File: src/rtl/squares_om_pkg.sv
// rtl/squares_om_pkg.sv - shared widths, arbiter states and FIFO entry type for the object-memory arbiter
package squares_om_pkg;

    localparam int OM_ADDR_W = 7;
    localparam int OM_DATA_W = 11;
    localparam int OM_DEPTH  = 104;

    typedef enum logic [1:0] {
        GAME      = 2'd0,
        DRAIN     = 2'd1,
        GRANT     = 2'd2,
        NG_ACTIVE = 2'd3
    } om_state_e;

    typedef struct packed {
        logic [OM_ADDR_W-1:0] addr;
        logic [OM_DATA_W-1:0] data;
    } om_entry_t;

    function automatic logic om_addr_in_range(input logic [OM_ADDR_W-1:0] addr);
        return int'(addr) < OM_DEPTH;
    endfunction

endpackage

File: src/rtl/object_memory_arbiter_if.sv
// rtl/object_memory_arbiter_if.sv - coordinator, game-logic and object-memory signals (oob_error with OM_BOUNDS_CHECK_EN)
interface object_memory_arbiter_if;

    logic                                  new_game_request;
    logic                                  new_game_in_progress;
    logic                                  resetting;
    logic                                  new_game_ready;
    logic [squares_om_pkg::OM_ADDR_W-1:0]  ng_address;
    logic [squares_om_pkg::OM_DATA_W-1:0]  ng_data;
    logic                                  ng_wren;
    logic [squares_om_pkg::OM_ADDR_W-1:0]  gl_address;
    logic [squares_om_pkg::OM_DATA_W-1:0]  gl_data;
    logic                                  gl_wren;
    logic                                  gl_busy;
    logic                                  gl_ready;
    logic                                  board_valid;
    logic [squares_om_pkg::OM_ADDR_W-1:0]  om_address;
    logic [squares_om_pkg::OM_DATA_W-1:0]  om_data;
    logic                                  om_wren;
`ifdef OM_BOUNDS_CHECK_EN
    logic                                  oob_error;
`endif

    modport slave (
        input  new_game_request, resetting, new_game_ready,
        input  ng_address, ng_data, ng_wren,
        input  gl_address, gl_data, gl_wren, gl_busy,
        output new_game_in_progress, gl_ready, board_valid,
        output om_address, om_data, om_wren
`ifdef OM_BOUNDS_CHECK_EN
        , output oob_error
`endif
    );

    modport master (
        output new_game_request, resetting, new_game_ready,
        output ng_address, ng_data, ng_wren,
        output gl_address, gl_data, gl_wren, gl_busy,
        input  new_game_in_progress, gl_ready, board_valid,
        input  om_address, om_data, om_wren
`ifdef OM_BOUNDS_CHECK_EN
        , input oob_error
`endif
    );

endinterface

File: src/rtl/om_write_fifo.sv
// rtl/om_write_fifo.sv - synchronous FIFO buffering game-logic writes (address + data entries)
module om_write_fifo
    import squares_om_pkg::*;
#(
    parameter int FIFO_DEPTH = 4
) (
    input  logic      clk,
    input  logic      reset_n,
    input  logic      push,
    input  om_entry_t push_entry,
    input  logic      pop,
    output om_entry_t pop_entry,
    output logic      full,
    output logic      empty
);

    localparam int                PTR_W    = $clog2(FIFO_DEPTH);
    localparam logic [PTR_W:0]    FULL_CNT = FIFO_DEPTH[PTR_W:0];

    om_entry_t        mem_q [FIFO_DEPTH];
    om_entry_t        mem_d [FIFO_DEPTH];
    logic [PTR_W-1:0] wr_ptr_q, wr_ptr_d;
    logic [PTR_W-1:0] rd_ptr_q, rd_ptr_d;
    logic [PTR_W:0]   count_q, count_d;
    logic             do_push;
    logic             do_pop;

    assign full      = (count_q == FULL_CNT);
    assign empty     = (count_q == '0);
    assign pop_entry = mem_q[rd_ptr_q];
    // A full FIFO still takes a push when the same cycle frees a slot.
    assign do_pop    = pop && !empty;
    assign do_push   = push && (!full || do_pop);

    always_comb begin
        mem_d    = mem_q;
        wr_ptr_d = wr_ptr_q;
        rd_ptr_d = rd_ptr_q;
        count_d  = count_q;
        if (do_push) begin
            mem_d[wr_ptr_q] = push_entry;
            wr_ptr_d        = wr_ptr_q + 1'b1;
        end
        if (do_pop) begin
            rd_ptr_d = rd_ptr_q + 1'b1;
        end
        case ({do_push, do_pop})
            2'b10:   count_d = count_q + 1'b1;
            2'b01:   count_d = count_q - 1'b1;
            default: count_d = count_q;
        endcase
    end

    always_ff @(posedge clk or negedge reset_n) begin
        if (!reset_n) begin
            for (int i = 0; i < FIFO_DEPTH; i++) begin
                mem_q[i] <= '0;
            end
            wr_ptr_q <= '0;
            rd_ptr_q <= '0;
            count_q  <= '0;
        end else begin
            mem_q    <= mem_d;
            wr_ptr_q <= wr_ptr_d;
            rd_ptr_q <= rd_ptr_d;
            count_q  <= count_d;
        end
    end

endmodule

File: src/rtl/object_memory_arbiter.sv
// rtl/object_memory_arbiter.sv - shares the object-memory write port between game logic and the new-game coordinator
// Optional OM_BOUNDS_CHECK_EN: suppress writes at or above OM_DEPTH and raise sticky oob_error.
module object_memory_arbiter
    import squares_om_pkg::*;
#(
    parameter int FIFO_DEPTH    = 4,
    parameter int GRANT_TIMEOUT = 255
) (
    input  logic                    clk,
    input  logic                    reset_n,
    object_memory_arbiter_if.slave  bus
);

    localparam int               TMR_W    = $clog2(GRANT_TIMEOUT + 1);
    localparam logic [TMR_W-1:0] TMR_LAST = TMR_W'(GRANT_TIMEOUT - 1);

    om_state_e            state_q, state_d;
    logic                 pending_q, pending_d;
    logic                 board_valid_q, board_valid_d;
    logic                 ngip_q, ngip_d;
    logic [TMR_W-1:0]     timer_q, timer_d;
    logic [OM_ADDR_W-1:0] om_addr_q, om_addr_d;
    logic [OM_DATA_W-1:0] om_data_q, om_data_d;
    logic                 om_wren_q, om_wren_d;
`ifdef OM_BOUNDS_CHECK_EN
    logic                 oob_q, oob_d;
    logic                 oob_hit;
`endif

    logic                 gl_ready;
    logic                 fifo_push;
    logic                 fifo_pop;
    logic                 fifo_full;
    logic                 fifo_empty;
    om_entry_t            fifo_head;
    logic                 ng_owns_port;
    logic [OM_ADDR_W-1:0] src_addr;
    logic [OM_DATA_W-1:0] src_data;
    logic                 src_wren;

    om_write_fifo #(.FIFO_DEPTH(FIFO_DEPTH)) u_fifo (
        .clk        (clk),
        .reset_n    (reset_n),
        .push       (fifo_push),
        .push_entry ({bus.gl_address, bus.gl_data}),
        .pop        (fifo_pop),
        .pop_entry  (fifo_head),
        .full       (fifo_full),
        .empty      (fifo_empty)
    );

    always_ff @(posedge clk or negedge reset_n) begin
        if (!reset_n) begin
            state_q       <= DRAIN;
            pending_q     <= 1'b1;
            board_valid_q <= 1'b0;
            ngip_q        <= 1'b0;
            timer_q       <= '0;
            om_addr_q     <= '0;
            om_data_q     <= '0;
            om_wren_q     <= 1'b0;
`ifdef OM_BOUNDS_CHECK_EN
            oob_q         <= 1'b0;
`endif
        end else begin
            state_q       <= state_d;
            pending_q     <= pending_d;
            board_valid_q <= board_valid_d;
            ngip_q        <= ngip_d;
            timer_q       <= timer_d;
            om_addr_q     <= om_addr_d;
            om_data_q     <= om_data_d;
            om_wren_q     <= om_wren_d;
`ifdef OM_BOUNDS_CHECK_EN
            oob_q         <= oob_d;
`endif
        end
    end

    always_comb begin
        state_d       = state_q;
        pending_d     = pending_q | bus.new_game_request;
        board_valid_d = board_valid_q;
        ngip_d        = 1'b0;
        timer_d       = timer_q;
        case (state_q)
            GAME: begin
                if (bus.new_game_request || pending_q) begin
                    state_d       = DRAIN;
                    board_valid_d = 1'b0;
                end
            end
            DRAIN: begin
                // The grant absorbs every request seen so far; only a request in the grant cycle survives.
                if (fifo_empty && !bus.gl_busy) begin
                    state_d   = GRANT;
                    ngip_d    = 1'b1;
                    timer_d   = '0;
                    pending_d = bus.new_game_request;
                end
            end
            GRANT: begin
                if (bus.resetting) begin
                    state_d = NG_ACTIVE;
                end else if (timer_q == TMR_LAST) begin
                    ngip_d  = 1'b1;
                    timer_d = '0;
                end else begin
                    timer_d = timer_q + 1'b1;
                end
            end
            NG_ACTIVE: begin
                if (bus.new_game_ready) begin
                    if (pending_q || bus.new_game_request) begin
                        state_d       = DRAIN;
                        board_valid_d = 1'b0;
                    end else begin
                        state_d       = GAME;
                        board_valid_d = 1'b1;
                        pending_d     = 1'b0;
                    end
                end
            end
            default: state_d = DRAIN;
        endcase
    end

    always_comb begin
        ng_owns_port = (state_q == GRANT) || (state_q == NG_ACTIVE);
        gl_ready     = (state_q == GAME) && !fifo_full;
        fifo_push    = bus.gl_wren && gl_ready;
        fifo_pop     = !ng_owns_port && !fifo_empty;
        if (ng_owns_port) begin
            src_addr = bus.ng_address;
            src_data = bus.ng_data;
            src_wren = bus.ng_wren;
        end else begin
            src_addr = fifo_head.addr;
            src_data = fifo_head.data;
            src_wren = fifo_pop;
        end
        om_addr_d = src_addr;
        om_data_d = src_data;
`ifdef OM_BOUNDS_CHECK_EN
        oob_hit   = src_wren && !om_addr_in_range(src_addr);
        om_wren_d = src_wren && !oob_hit;
        oob_d     = oob_q | oob_hit;
`else
        om_wren_d = src_wren;
`endif
    end

    assign bus.new_game_in_progress = ngip_q;
    assign bus.gl_ready             = gl_ready;
    assign bus.board_valid          = board_valid_q;
    assign bus.om_address           = om_addr_q;
    assign bus.om_data              = om_data_q;
    assign bus.om_wren              = om_wren_q;
`ifdef OM_BOUNDS_CHECK_EN
    assign bus.oob_error            = oob_q;
`endif

endmodule

File: src/flat_wrapper.sv
// flat-port wrapper written by rule: the top's interface ports become plain ports
module object_memory_arbiter_flat import squares_om_pkg::*;
#(
    parameter int FIFO_DEPTH    = 4,
    parameter int GRANT_TIMEOUT = 255
)
  (clk, reset_n, bus_new_game_request, bus_resetting, bus_new_game_ready, bus_ng_address, bus_ng_data, bus_ng_wren, bus_gl_address, bus_gl_data, bus_gl_wren, bus_gl_busy, bus_new_game_in_progress, bus_gl_ready, bus_board_valid, bus_om_address, bus_om_data, bus_om_wren);
  object_memory_arbiter_if bus_i ();
  input  logic clk;
  input  logic reset_n;
  input wire logic [$bits(bus_i.new_game_request)-1:0] bus_new_game_request;
  input wire logic [$bits(bus_i.resetting)-1:0] bus_resetting;
  input wire logic [$bits(bus_i.new_game_ready)-1:0] bus_new_game_ready;
  input wire logic [$bits(bus_i.ng_address)-1:0] bus_ng_address;
  input wire logic [$bits(bus_i.ng_data)-1:0] bus_ng_data;
  input wire logic [$bits(bus_i.ng_wren)-1:0] bus_ng_wren;
  input wire logic [$bits(bus_i.gl_address)-1:0] bus_gl_address;
  input wire logic [$bits(bus_i.gl_data)-1:0] bus_gl_data;
  input wire logic [$bits(bus_i.gl_wren)-1:0] bus_gl_wren;
  input wire logic [$bits(bus_i.gl_busy)-1:0] bus_gl_busy;
  output wire logic [$bits(bus_i.new_game_in_progress)-1:0] bus_new_game_in_progress;
  output wire logic [$bits(bus_i.gl_ready)-1:0] bus_gl_ready;
  output wire logic [$bits(bus_i.board_valid)-1:0] bus_board_valid;
  output wire logic [$bits(bus_i.om_address)-1:0] bus_om_address;
  output wire logic [$bits(bus_i.om_data)-1:0] bus_om_data;
  output wire logic [$bits(bus_i.om_wren)-1:0] bus_om_wren;
  assign bus_i.new_game_request = bus_new_game_request;
  assign bus_i.resetting = bus_resetting;
  assign bus_i.new_game_ready = bus_new_game_ready;
  assign bus_i.ng_address = bus_ng_address;
  assign bus_i.ng_data = bus_ng_data;
  assign bus_i.ng_wren = bus_ng_wren;
  assign bus_i.gl_address = bus_gl_address;
  assign bus_i.gl_data = bus_gl_data;
  assign bus_i.gl_wren = bus_gl_wren;
  assign bus_i.gl_busy = bus_gl_busy;
  assign bus_new_game_in_progress = bus_i.new_game_in_progress;
  assign bus_gl_ready = bus_i.gl_ready;
  assign bus_board_valid = bus_i.board_valid;
  assign bus_om_address = bus_i.om_address;
  assign bus_om_data = bus_i.om_data;
  assign bus_om_wren = bus_i.om_wren;
  object_memory_arbiter #(.FIFO_DEPTH(FIFO_DEPTH), .GRANT_TIMEOUT(GRANT_TIMEOUT)) u_core (.clk(clk), .reset_n(reset_n), .bus(bus_i));
endmodule
File: config.mk
export PLATFORM = sky130hd
export DESIGN_NAME = object_memory_arbiter_flat
export DESIGN_NICKNAME = d
export VERILOG_FILES = /design/src/rtl/squares_om_pkg.sv /design/src/rtl/object_memory_arbiter_if.sv /design/src/rtl/om_write_fifo.sv /design/src/rtl/object_memory_arbiter.sv /design/src/flat_wrapper.sv
export SDC_FILE = /design/constraint.sdc
export NUM_CORES = 1
export LEC_CHECK = 0
export ABC_AREA = 1
export BUFFER_PORTS_ARGS = -buffer_cell sky130_fd_sc_hd__buf_4
export CAP_MARGIN = 25
export CORE_MARGIN = 4
export CORE_UTILIZATION = 50
export CTS_CLUSTER_SIZE = 10
export DETAILED_ROUTE_END_ITERATION = 10
export MAX_ROUTING_LAYER = met4
export PLACE_DENSITY_LB_ADDON = 0.05
export SYNTH_ARGS = -nofsm -noshare
export SYNTH_HDL_FRONTEND = slang
export SYNTH_SLANG_ARGS = --single-unit
export TNS_END_PERCENT = 1
File: constraint.sdc
create_clock -name clk -period 2.3 [get_ports clk]
set_input_delay 0.115 -clock clk [delete_from_list [all_inputs] [get_ports clk]]
set_output_delay 0.115 -clock clk [all_outputs]
set_load 0.1 [all_outputs]
# Word level (Yosys, flattened, before mapping)
# Index checks and enable logic that the tools add are counted.
[word_totals] ff_bits=111 inputBits=44 out_inout_bits=22 elab_cells=96
[op_classes] add_sub_neg=5 magnitude_cmp=3 eq_ne=12 muxes=32 bitwise_logic=3 n_reduce_logical=22
[op_table] cell="72-bit bitwise mux" count=1
[op_table] cell="18-bit two-way mux" count=3
[op_table] cell="18-bit binary-select mux with 2-bit select" count=1
[op_table] cell="18-bit demux with 2-bit select" count=1
[op_table] cell="8-bit two-way mux" count=3
[op_table] cell="8-bit case mux with 2 select lines" count=1
[op_table] cell="1-bit two-way mux" count=11
[op_table] cell="11-bit two-way mux" count=1
[op_table] cell="8-bit by 1-bit adder with 8-bit output (second input constant)" count=1
[op_table] cell="8-bit == test (second input constant)" count=1
[op_table] cell="2-bit two-way mux" count=4
[op_table] cell="2-bit case mux with 4 select lines" count=1
[op_table] cell="1-bit logical AND" count=7
[op_table] cell="7-bit two-way mux" count=1
[op_table] cell="2-bit == test (second input constant)" count=3
[op_table] cell="3-bit >= comparator (second input constant)" count=2
[op_table] cell="2-bit inequality test (second input constant)" count=3
[op_table] cell="2-bit NOT with 3-bit output" count=2
[op_table] cell="1-bit case mux with 2 select lines" count=3
[op_table] cell="3-bit case mux with 2 select lines" count=1
[op_table] cell="3-bit AND reduction" count=2
[op_table] cell="2-bit nonzero test" count=3
[op_table] cell="2-bit by 1-bit adder with 2-bit output (second input constant)" count=2
[op_table] cell="2-bit by 1-bit == test with 1-bit output (second input constant)" count=2
[op_table] cell="11 further kinds" count=17

# Logic depth before layout (Yosys ltp)
[depth] word_depth=9 mapped_depth=12

# Modules after synthesis
# A second synthesis with hierarchy kept.
[hier_totals] hier_cells=664 hier_area_um2=5495.3
[modules_own_cells] mod="om_write_fifo" n_inst=1 cells_each=469 area_each_um2=3941.3 seq_area_each_um2=1976.9
[modules_own_cells] mod="object_memory_arbiter" n_inst=1 cells_each=195 area_each_um2=1554.0 seq_area_each_um2=803.3

# Worst setup path before layout
# Ideal clock, no wire load.
[synth_timing] path_type="register -> register" from="register u_core.state_q[1]" to="register u_core.u_fifo.count_q[1]" setup_ns=0.083 t_arrival_ns=2.574 setup_slack_ns=-0.356 stages_incl_launch_ff=10 synth_period_minus_slack_ns=2.656 cell_sequence="dfrtp_1 -> inv_1 -> ha_1 -> inv_1 -> a21oi_4 -> nand2_1 -> ha_1 -> inv_1 -> fa_1 -> o21ai_0"
[synth_via] word_cells_on_any_way=15 cone_classes="eq/ne (4); mux (1); reduce/logical (10)"
[synth_lines] element="start: declaration" line="object_memory_arbiter.sv:17" rtl="om_state_e state_q, state_d;"
[synth_lines] element="start signal: assignment" line="object_memory_arbiter.sv:66" rtl="state_q <= state_d;"
[synth_lines] element="2-bit zero test (*)" line="object_memory_arbiter.sv:130" rtl="gl_ready = (state_q == GAME) && !fifo_full;"
[synth_lines] element="1-bit logical AND (*)" line="object_memory_arbiter.sv:130"
[synth_lines] element="net bus_gl_ready" line="flat_wrapper.sv:22" rtl="output wire logic [$bits(bus_i.gl_ready)-1:0] bus_gl_ready;"
[synth_lines] element="1-bit logical AND (*)" line="object_memory_arbiter.sv:131" rtl="fifo_push = bus.gl_wren && gl_ready;"
[synth_lines] element="1-bit logical AND (*)" line="om_write_fifo.sv:33" rtl="assign do_push = push && (!full || do_pop);"
[synth_lines] element="2-bit by 1-bit == test with 1-bit output or 2-bit == test (tied branches)" line="om_write_fifo.sv:47" rtl="case ({do_push, do_pop})"
[synth_lines] element="3-bit case mux with 2 select lines or 2-bit nonzero test (tied branches)"
[synth_lines] element="end signal: assignment" line="om_write_fifo.sv:66" rtl="count_q <= count_d;"
[synth_lines] element="end: declaration" line="om_write_fifo.sv:24" rtl="logic [PTR_W:0] count_q, count_d;"
# The timed path passes the listed nets; every way through them passes the cells marked *.
# A chain may end at the register's enable or synchronous reset.

# Worst setup path after layout
[layout_timing] from="register u_core.state_q[0]" to="register u_core.u_fifo.count_q[2]"
[layout_via] elab_chain_len=9 word_cells_on_any_way=15 cone_classes="eq/ne (4); mux (1); reduce/logical (10)"
[layout_lines] element="2-bit == test" line="object_memory_arbiter.sv:129" rtl="ng_owns_port = (state_q == GRANT) || (state_q == NG_ACTIVE);"
[layout_lines] element="1-bit logical OR (*)" line="object_memory_arbiter.sv:129"
[layout_lines] element="1-bit zero test (*)" line="object_memory_arbiter.sv:132" rtl="fifo_pop = !ng_owns_port && !fifo_empty;"
[layout_lines] element="1-bit logical AND (*)" line="object_memory_arbiter.sv:132"
[layout_lines] element="1-bit logical AND (*)" line="om_write_fifo.sv:32" rtl="assign do_pop = pop && !empty;"
[layout_lines] element="net u_core.u_fifo.do_pop" line="om_write_fifo.sv:26" rtl="logic do_pop;"
[layout_lines] element="1-bit logical OR" line="om_write_fifo.sv:33"
[layout_lines] element="1-bit logical AND" line="om_write_fifo.sv:33"
[layout_lines] element="2-bit by 1-bit == test with 1-bit output or 2-bit == test (tied branches)" line="om_write_fifo.sv:47"
[layout_lines] element="3-bit case mux with 2 select lines or 2-bit nonzero test (tied branches)"
# Marks and branches as above.

==> results.md <==
* Status: complete, no violations
* Avg Cell Area, Syn at 8.71 sq um
* Yosys cell types at 31
* Layout cells sized above 1 at 18.4%
* Dpl ws at 15.4 ps
* M1 GR Usage at 26.9%
* Buffers added on ports at 65
* Dominant synthesized flop cell: dfrtp_1
* Syn nets at 668
* N_diodes at 0
* Clk_skew at 8.42 ps
* Share of the synthesized area in the top cell type at 51.2%
* Largest net degree at the start of global routing at 60
* Slew Viols, Final at 0
* Core footprint at 10400 sq um
* F_max at 458 MHz
* Crit path launch type: flip-flop
* GRT Total Usage at 20.1%
* Async set-reset flop share out of synthesis at 100%
* YS warnings at 0
* Maxcap violations at 0
* Worst vdd ir at 0.000838 V
* Die X at 111 microns
* Total number of vias at 4195
* P&R area growth vs syn at 16.6%
* Sum of net half-perimeters after detailed placement at 7.40 mm
* Crit path capture type: flip-flop
* Min-Delay Path Depth at 3
* P_int at 4900 uW
* Final setup violation count at 0
* Clock transition at path regs at 100 ps
* Cell depth of the worst flop-to-flop path at 11
* Post-synthesis sequential area ratio at 52.2%
* Leak pwr at 0.00304 uW
* Fin Setup TNS at 0 ps
* Yosys reg bits at 111
* Setup slack, reg-to-reg at 120 ps
* Commonest cells in the netlist: 122 x nand2_1, 109 x dfrtp_1, 87 x nor2_1
* Clock Power Share at 11.4%
* Required time of the worst setup path at 2550 ps
* TritonCTS clock tree: done
* Vias in the first global route at 4175
* Worst-margin pin slew at 530 ps
* GR Util met3 at 2.84%
* Clock latency on the worst-skew pair at 360 ps
* DRT iter0 DRCs at 284
* Clock Tree Buf Depth at 2
* Min-Delay Endpoint: u_core.bus.om_address[1]$_DFF_PN0_
* First-pass GRT wire length at 20.0 mm
* Die Y at 111 microns
* Worst R2R End: u_core.u_fifo.count_q[2]$_DFFE_PN0P_
* Final Net Count at 737
* Slew HR at 64.7%
* Initial Util at 51.3%
* Most Crowded Layer GR: met2
* Total wire length at 11.5 mm
* Sw Share at 48.3%
* Vias per cell at 5.11
* Cell Area, Synth at 5320 sq um
* Die area at 12400 sq um
* Drt drc at 0
* Top-count cell post-synth: nand2_1
* Filler cells at 951
* # H-tree levels at 3
* Hold_sp: bus_ng_address[1]
* Hold Fails Final Rpt at 0
* Worst path arrival time at 2430 ps
* Part of the power in registers at 34.6%
* Setup ws final at 117 ps
* DRT antenna net count at 0
* Kind of critical path: reg2reg
* CP max FO at 4
* Largest cells by area after synthesis: dfrtp_1 51%, nand2_1 8.6%, nor2_1 6.1%
* Root Driver: clkbuf_8
* Post-layout min period at 2180 ps
* RSZ-0062 raised after global routing: false
* Num Clock Sinks at 111
* Initial antenna violation count at 0
* Post-synth EDFFs at 0
* Comb pwr share at 54.0%
* Synth area leader: dfrtp_1
* Global placement routability congestion at 0.869
* Drt pass-1 iters at 6
* Fin crit share at 94.9%
* Top Ports at 66
* Origin of the critical flop-to-flop path: u_core.state_q[0]$_DFFE_PN1P_
* Pwr dens at 1530 nW/um^2
* Total CTS buffers at 9
* Hold/Removal Path Class: in2reg
* DR WL/cell at 13.9 microns
* # rows at 37
* Mapped Cells at 611
* Grt total ovfl at 0
* Met2 Track Usage GR at 32.0%
* Net Sw Power at 4570 uW
cell type report:
class	count	area [sq um]	area share (%)
sequential	111	2780	44.8
multi-input combinational	415	2160	34.8
timing repair buffer	87	708	11.4
inverter	56	210	3.39
tap	136	170	2.74
clock buffer	13	159	2.56
clock inverter	3	17.5	0.282
cells in the final DEF, fill, tap and decap left out:
master         count
o21ai_0           43
dfstp_2            2
dlygate4sd3_1     12
inv_1             50
o21a_1            19
a21oi_4            1
clkbuf_1           2
clkbuf_8          11
ha_4               2
ha_2               1
xor2_1             3
inv_2              5
nor2_1            87
nor3_1             2
or2_2              2
ha_1               9
o21ai_2           17
buf_4             73
nand2_1          121
fa_1               1
nand4_1            3
clkinv_1           1
a21oi_1           20
clkinvlp_4         1
xnor2_1            1
nand2_2            1
nor2_4             2
nand3_4            4
nand3_1           17
dfrtp_1          109
clkinv_2           2
buf_12             2
nand3b_1           1
a31oi_1            1
o21ai_1           57
worst max path at each step:
stage                                        from                                    to
floorplan           u_core.state_q[1]$_DFFE_PN0P_  u_core.u_fifo.count_q[1]$_DFFE_PN0P_
global placement    u_core.state_q[0]$_DFFE_PN1P_  u_core.u_fifo.count_q[2]$_DFFE_PN0P_
detailed placement  u_core.state_q[0]$_DFFE_PN1P_  u_core.u_fifo.count_q[2]$_DFFE_PN0P_
CTS                 u_core.state_q[0]$_DFFE_PN1P_  u_core.u_fifo.count_q[2]$_DFFE_PN0P_
global route        u_core.state_q[0]$_DFFE_PN1P_  u_core.u_fifo.count_q[2]$_DFFE_PN0P_
finish              u_core.state_q[0]$_DFFE_PN1P_  u_core.u_fifo.count_q[2]$_DFFE_PN0P_
state kept, by name (all words and copies together) (netlist names):
register	flops
u_core.u_fifo.mem_q	72
u_core.bus.om_data	11
u_core.timer_q	8
u_core.bus.om_address	7
u_core.u_fifo.count_q	3
u_core.state_q	2
u_core.u_fifo.rd_ptr_q	2
u_core.u_fifo.wr_ptr_q	2
u_core.bus.board_valid	1
u_core.bus.new_game_in_progress	1
u_core.bus.om_wren	1
u_core.pending_q	1
metal layers:
| layer | vias up | share of wire [%] |
|---|---|---|
| li1 | 2102 | - |
| met1 | 2000 | 47 |
| met2 | 81 | 47 |
| met3 | 12 | 3.6 |
| met4 | 0 | 1.6 |
| met5 | - | 0 |
what timing repair did:
action                                 4_1_cts  5_1_grt
endpoints found under the hold margin       41        0
resized for setup                            1        2
setup endpoints to repair                    1        1
cloned                                       0        0
buffers inserted                             0        0
hold buffers                                12        0
kinds of logic (layout without fill, tap and decap cells):
kind of cell,after synthesis,after routing,share of synthesized area (%)
buf+inv,85,159,7.85
compound gates,158,158,17.2
flops,111,111,52.2
simple gates,240,240,18.9
fa+ha+maj,13,13,3.20
xor+xnor,4,4,0.658
power groups by stage:
| stage | sequential (uW) | combinational, uW | clock, uW |
|---|---|---|---|
| after global placement | 3290 | 5020 | 0 |
| after CTS | 3280 | 5170 | 1120 |
| after floorplan | 4470 | 2820 | 0 |
| final | 3280 | 5120 | 1080 |
| after global routing | 3380 | 5670 | 1190 |
| after detailed placement | 3310 | 5140 | 0 |
critical path: stages (launching register included):
cell     delay [ps]
dfstp_2         550
inv_2            60
ha_2            200
nor2_4          110
nand2_1         100
inv_2           100
ha_4            130
inv_2            40
fa_1            380
a21oi_1         160
o21ai_1         100
xor2_1          150
per-stage QoR:
| stage | hold slack, ps | total power, uW | std cells | cell area (sq um) | util, % |
|---|---|---|---|---|---|
| after global routing | 14.3 | 10200 | 821 | 6210 | 59.8 |
| after detailed placement | 97.7 | 8450 | 793 | 5910 | 57.0 |
| after global placement | 88.3 | 8300 | 793 | 5910 | 57.0 |
| after CTS | 3.58 | 9560 | 821 | 6200 | 59.8 |
| final | 15.8 | 9480 | 821 | 6210 | 59.8 |
| after floorplan | -181 | 7290 | 611 | 5360 | - |
Note: power is estimated with default switching activity, not from simulation.
